### config.mk
export PLATFORM = sky130hd
export DESIGN_NAME = median_row_select
export DESIGN_NICKNAME = d
export VERILOG_FILES = /design/src/rtl/median_row_select.sv
export SDC_FILE = /design/constraint.sdc
export NUM_CORES = 1
export LEC_CHECK = 0
export BUFFER_PORTS_ARGS = -buffer_cell sky130_fd_sc_hd__buf_2
export CORE_MARGIN = 4
export CORE_UTILIZATION = 40
export CTS_CLUSTER_SIZE = 28
export DETAILED_ROUTE_END_ITERATION = 10
export SLEW_MARGIN = 20
export SYNTH_ARGS = -nofsm -noshare
export SYNTH_HDL_FRONTEND = slang
export SYNTH_SLANG_ARGS = --single-unit
### constraint.sdc
create_clock -name clk -period 9.7 [get_ports clk]
set_input_delay 0.485 -clock clk [delete_from_list [all_inputs] [get_ports clk]]
set_output_delay 0.485 -clock clk [all_outputs]
set_load 0.05 [all_outputs]
### src/rtl/median_row_select.sv
// 3x3 median-filter row stage: keeps the last three sorted columns and emits the window median.
// Optional `MEDIAN_EDGE_REPLICATE_EN replicates the first column of each row into the window history.
module median_row_select #(
    parameter int unsigned DATA_W = 8
) (
    input  logic              clk,
    input  logic              rst_n,
    input  logic              in_valid,
    input  logic              line_start,
    input  logic [DATA_W-1:0] L_in,
    input  logic [DATA_W-1:0] M_in,
    input  logic [DATA_W-1:0] S_in,
    output logic [DATA_W-1:0] med_out,
    output logic              out_valid
);

    localparam int unsigned FILL_W = 2;
    localparam logic [FILL_W-1:0] FILL_MAX = FILL_W'(2);

    function automatic logic [DATA_W-1:0] f_min(input logic [DATA_W-1:0] a, input logic [DATA_W-1:0] b);
        return (a < b) ? a : b;
    endfunction

    function automatic logic [DATA_W-1:0] f_max(input logic [DATA_W-1:0] a, input logic [DATA_W-1:0] b);
        return (a > b) ? a : b;
    endfunction

    function automatic logic [DATA_W-1:0] f_med3(input logic [DATA_W-1:0] a, input logic [DATA_W-1:0] b,
                                                 input logic [DATA_W-1:0] c);
        return f_max(f_min(a, b), f_min(f_max(a, b), c));
    endfunction

    logic [DATA_W-1:0] r_h1_l, r_h1_m, r_h1_s;
    logic [DATA_W-1:0] r_h2_l, r_h2_m, r_h2_s;
    logic [FILL_W-1:0] r_fill;
    logic [DATA_W-1:0] r_smax, r_mmed, r_lmin;
    logic              r_a_valid;
    logic [DATA_W-1:0] r_med;
    logic              r_out_valid;

    logic              w_first_col;
    logic              w_win_full;
    logic [FILL_W-1:0] w_fill_inc;
    logic [DATA_W-1:0] w_smax, w_mmed, w_lmin;

    // Column that starts a row, and whether the current column closes a full window
    always_comb begin
        w_first_col = 1'b0;
        w_win_full  = 1'b0;
        w_fill_inc  = (r_fill == FILL_MAX) ? FILL_MAX : r_fill + FILL_W'(1);
`ifdef MEDIAN_EDGE_REPLICATE_EN
        w_first_col = in_valid && (line_start || (r_fill == FILL_W'(0)));
`else
        w_first_col = in_valid && line_start;
`endif
        w_win_full  = in_valid && !w_first_col && (r_fill == FILL_MAX);
        w_smax      = f_max(f_max(S_in, r_h1_s), r_h2_s);
        w_mmed      = f_med3(M_in, r_h1_m, r_h2_m);
        w_lmin      = f_min(f_min(L_in, r_h1_l), r_h2_l);
    end

    // Column history and fill tracking
    always_ff @(posedge clk or negedge rst_n) begin
        if (!rst_n) begin
            r_h1_l <= '0;
            r_h1_m <= '0;
            r_h1_s <= '0;
            r_h2_l <= '0;
            r_h2_m <= '0;
            r_h2_s <= '0;
            r_fill <= '0;
        end else if (in_valid) begin
            r_h1_l <= L_in;
            r_h1_m <= M_in;
            r_h1_s <= S_in;
`ifdef MEDIAN_EDGE_REPLICATE_EN
            if (w_first_col) begin
                r_h2_l <= L_in;
                r_h2_m <= M_in;
                r_h2_s <= S_in;
                r_fill <= FILL_MAX;
            end else begin
                r_h2_l <= r_h1_l;
                r_h2_m <= r_h1_m;
                r_h2_s <= r_h1_s;
                r_fill <= w_fill_inc;
            end
`else
            r_h2_l <= r_h1_l;
            r_h2_m <= r_h1_m;
            r_h2_s <= r_h1_s;
            r_fill <= w_first_col ? FILL_W'(1) : w_fill_inc;
`endif
        end else if (line_start) begin
            r_fill <= '0;
        end
    end

    // Stage A: per-row reductions; Stage B: final median
    always_ff @(posedge clk or negedge rst_n) begin
        if (!rst_n) begin
            r_smax      <= '0;
            r_mmed      <= '0;
            r_lmin      <= '0;
            r_a_valid   <= 1'b0;
            r_med       <= '0;
            r_out_valid <= 1'b0;
        end else begin
            r_a_valid   <= w_win_full;
            if (w_win_full) begin
                r_smax <= w_smax;
                r_mmed <= w_mmed;
                r_lmin <= w_lmin;
            end
            r_out_valid <= r_a_valid;
            if (r_a_valid) begin
                r_med <= f_med3(r_smax, r_mmed, r_lmin);
            end
        end
    end

    assign med_out   = r_med;
    assign out_valid = r_out_valid;

endmodule

# Word-level counts from Yosys, hierarchy flattened
# Index checks and enable logic that the tools add are counted.
# word_totals
regBits	84
inputBits	28
out_inout_bits	9
wordCells	48
# op_classes
n_addsub	1
magnitude_cmp	12
eq_ne	1
mux	16
reduce_logical	5
# ops
op	n
$mux W8	12
$gt A8 B8 Y1	6
$lt A8 B8 Y1	6
$mux W2	4
$logic_and A1 B1 Y1	3
$add A2 B1 Y2 const B	1
$eq A2 B2 Y1 const B	1
$reduce_bool A2 Y1	1
$logic_not A1 Y1	1

# Depth between registers and ports, before layout
# logic_depth
depth_word	6
ltp_mapped	26

# Worst setup path after synthesis
# OpenSTA, ideal clock, no wires.
# synth_timing
path_type	reg2reg
startpoint	register r_smax[1]
endpoint	register r_med[0] (netlist: med_out[0])
setup_time_ns	0.123
t_arrival_ns	4.933
required_time_ns	9.577
path_slack_ns	4.644
stages_incl_launch_ff	23
path_buffers	2
period_less_slack_ns	5.056
path_cell_list	dfrtp_1 -> ha_1 -> nor2b_1 -> o211ai_1 -> a21oi_1 -> o21a_1 -> buf_2 -> mux2_2 -> ha_1 -> a211oi_1 -> nand2_1 -> or3_1 -> o211ai_4 -> mux2i_1 -> ha_1 -> and3_1 -> a221oi_1 -> o21ai_0 -> o21ai_0 -> clkbuf_1 -> nor2_1 -> a211oi_1 -> nor2_1
# synth_via
elab_chain_cells	6
word_cells_on_any_way	8
classes_between	order compare (4); mux (4)
# synth_rtl
item	line_no	text
from (decl)	36	logic [DATA_W-1:0] r_smax, r_mmed, r_lmin;
from (signal assigned)	111	r_smax <= w_smax;
$gt A8 B8 Y1	25	return (a > b) ? a : b;
$mux W8	25	
$lt A8 B8 Y1	21	return (a < b) ? a : b;
$mux W8	21	
$gt A8 B8 Y1	25	
$mux W8 (*)	25	
to (signal assigned)	117	r_med <= f_med3(r_smax, r_mmed, r_lmin);
to (decl)	38	logic [DATA_W-1:0] r_med;
# Every way passes the cells marked *; elsewhere a longest branch is shown, timed or not.
# A chain may end at the register's enable or synchronous reset.

# Worst setup path in the final report
# layout_timing
startpoint	register r_mmed[1]
endpoint	register r_med[0] (netlist: med_out[0])
# layout_via
elab_chain_cells	6
word_cells_on_any_way	8
classes_between	order compare (4); mux (4)
# layout_rtl
item	line_no	text
from (decl)	36	
from (signal assigned)	112	r_mmed <= w_mmed;
$gt A8 B8 Y1	25	
$mux W8	25	
$lt A8 B8 Y1	21	
$mux W8	21	
$gt A8 B8 Y1	25	
$mux W8 (*)	25	
# Marks and branches as above.

==> metrics.cfg <==
[cells_and_area]
mostFrequentLayoutCells=dfrtp_1, o21ai_0, nand2_1, ha_1, inv_1
syn2layout_area_growth_pct=10.8
post-route-util=0.453
final_common_cell=dfrtp_1
antenna_cells=0
fin_nets=781
drive_gt1_frac=0.157
design_area_mm2=0.00659
nFillCells=1411

[floorplan]
ios=37
row_count=44
die_y_um=130
start_util=0.409
die_w_um=130
die-area_mm2=0.0169
fp.coreArea_mm2=0.0145

[grt]
grt_pass1_wl_um=22200
grt_use_met1=0.228
grt_pass1_vias=4713
grt-busiest-layer=met2
grt_overflow=0
grt_max_degree=97
grt_util_all_layers=0.162
met2_usage=0.252
antenna_found_initial=0
met3_usage=0.0262

[routing]
vias=4563
wire_per_inst_um=14.5
first_pass_iters=4
routed_wl_um=12600
drt_iter0_markers=136
drc=0
postRouteAntennaNets=0
post_drt_via_cell_ratio=5.28

[sta]
fin_worst_skew_ns=0.00586
worst_slack_ns=4.16
tightest_slew_ns=1.01
fmax_mhz=180
maxSlewViolCount=0
finalSetupViolCount=0
timing.setup.tns_ns=0
finalHoldViolCount=0
period_needed_ns=5.54
slew_headroom=0.325
rsz0062_at_grt=no
period_share=0.571
holdWs_ns=0.0499

[logic_synthesis]
syn_area_mm2=0.00595
syn-instance-count=646
synth_area_per_cell_um2=9.21
synth-seq-area-share=0.353
synth-edff-count=0
yosysWarnings=0
synth_nets=752
async_reset_ff_frac=1.00
synthDistinctLibCells=48
yosys_register_bits=84
synth_top_flop_cell=dfrtp_1

[critical_path]
crit_type=register to register
setup.worst_path.end=med_out[0]
crit_fanout=16
r2r_cells=22
r2r-end=med_out[0]
worstPathRequired_ns=9.93
rr_startpoint=r_mmed[1]
cp-end-kind=register
cp.arrival_ns=5.77
reg2reg_slack_ns=4.16
cp-startpoint=r_mmed[1]
cp-start-kind=register

[clocking]
postCtsSetupBuffers=0
clk_path_buf_depth=2
cts.hold.buffers_added=0
root_buffer=clkbuf_16
htreeDepth=3
clk_pin_slew_ns=0.06
clk_latency_ns=0.35
cts_buffers=9
clock_sinks=84
cts_tree=built
ctsResizeCount=0

[placed_design]
place_area_mm2=0.00630
dpl_worst_slack_ns=4.17
numPortBuffers=36
gp_congestion=0.864
dp_hpwl_um=9710

[pwr]
p_leak_nw=3.27
power_density_mw_per_mm2=317
peakVddDrop_mv=0.178

[job]
cap_violations=0

[min_path]
min_path_type=input pin to asynchronous set/reset pin

[outcome]
status=finished clean

[power by group]
part | total [mW] | internal [mW] | switching, mW | leakage (nW)
clock network | 0.332 | 0.188 | 0.144 | 0.142
logic | 1.25 | 0.535 | 0.713 | 2.07
registers | 0.508 | 0.432 | 0.0763 | 1.06
[worst max-delay path, stage by stage, from the launching register on]
cell      delay, ns
dfrtp_1        0.41
inv_1          0.08
ha_1           0.29
nor2b_1        0.13
o211ai_1       0.09
a21oi_1        0.25
o21a_1         0.46
mux2_2         0.41
ha_1           0.29
a211oi_1       0.30
nand2_1        0.11
or3_1          0.36
o211ai_4       0.35
mux2i_1        0.33
ha_1           0.29
and3_1         0.19
a221oi_1       0.30
o21ai_0        0.13
o21ai_0        0.08
buf_4          0.20
nor2_1         0.05
a211oi_1       0.25
nor2_1         0.06
[metal layers]
layer  share of wire  routed length, um
met2            0.44               5520
met1            0.51               6430
met3           0.032                397
met5               0                  0
met4           0.017                218
[how the worst min path moves through the flow]
stage / endpoint
after floorplan: med_out[0]
after global placement: med_out[3]
after detailed placement: med_out[1]
after CTS: med_out[1]
after global routing: med_out[1]
final: med_out[1]
[through the flow]
stage,power (mW),cells
global placement,1.71,848
global route,2.29,864
CTS,2.10,864
detailed placement,1.75,848
floorplan,1.47,646
finish,2.09,864
[area by class of cell]
class | count | area [um2] | area share
Tap cell | 184 | 230 | 0.0349
Clock inverter | 5 | 35.0 | 0.00532
Sequential cell | 84 | 2100 | 0.319
Inverter | 71 | 267 | 0.0405
Clock buffer | 11 | 253 | 0.0384
Timing Repair Buffer | 40 | 213 | 0.0323
Multi-Input combinational cell | 469 | 3490 | 0.530
[synthesized netlist by cell type, drive strengths merged, types with 4 or more instances]
master	instances	area [um2]
inv	71	267
buf	5	26.3
dfrtp	84	2100
o21ai	92	464
nor3b	8	60.1
o211ai	6	72.6
a211oi	4	30.0
ha	78	976
a21o	18	136
a21oi	35	175
nand3	7	35.0
nand2b	4	25.0
clkbuf	17	63.8
nor2b	6	37.5
mux2	38	428
o21a	6	45.0
mux2i	34	340
nand4	8	50.1
nor2	16	62.6
nand2	79	297
[cell families after synthesis]
group                      Yosys count  synth area share
AOI/OAI and AO/OA                  179             0.185
and+or+nand+nor                    140             0.109
buffers and inverters               93            0.0600
DFF                                 84             0.353
adders and majority gates           78             0.164
muxes                               72             0.129
[flip-flops by register name, summed over array words and instances (netlist names), 8 cells and up]
name and count:
med_out 8, r_h1_l 8, r_h1_m 8, r_h1_s 8, r_h2_l 8, r_h2_m 8, r_h2_s 8, r_lmin 8
r_mmed 8, r_smax 8
(Power assumes the default switching activity.)
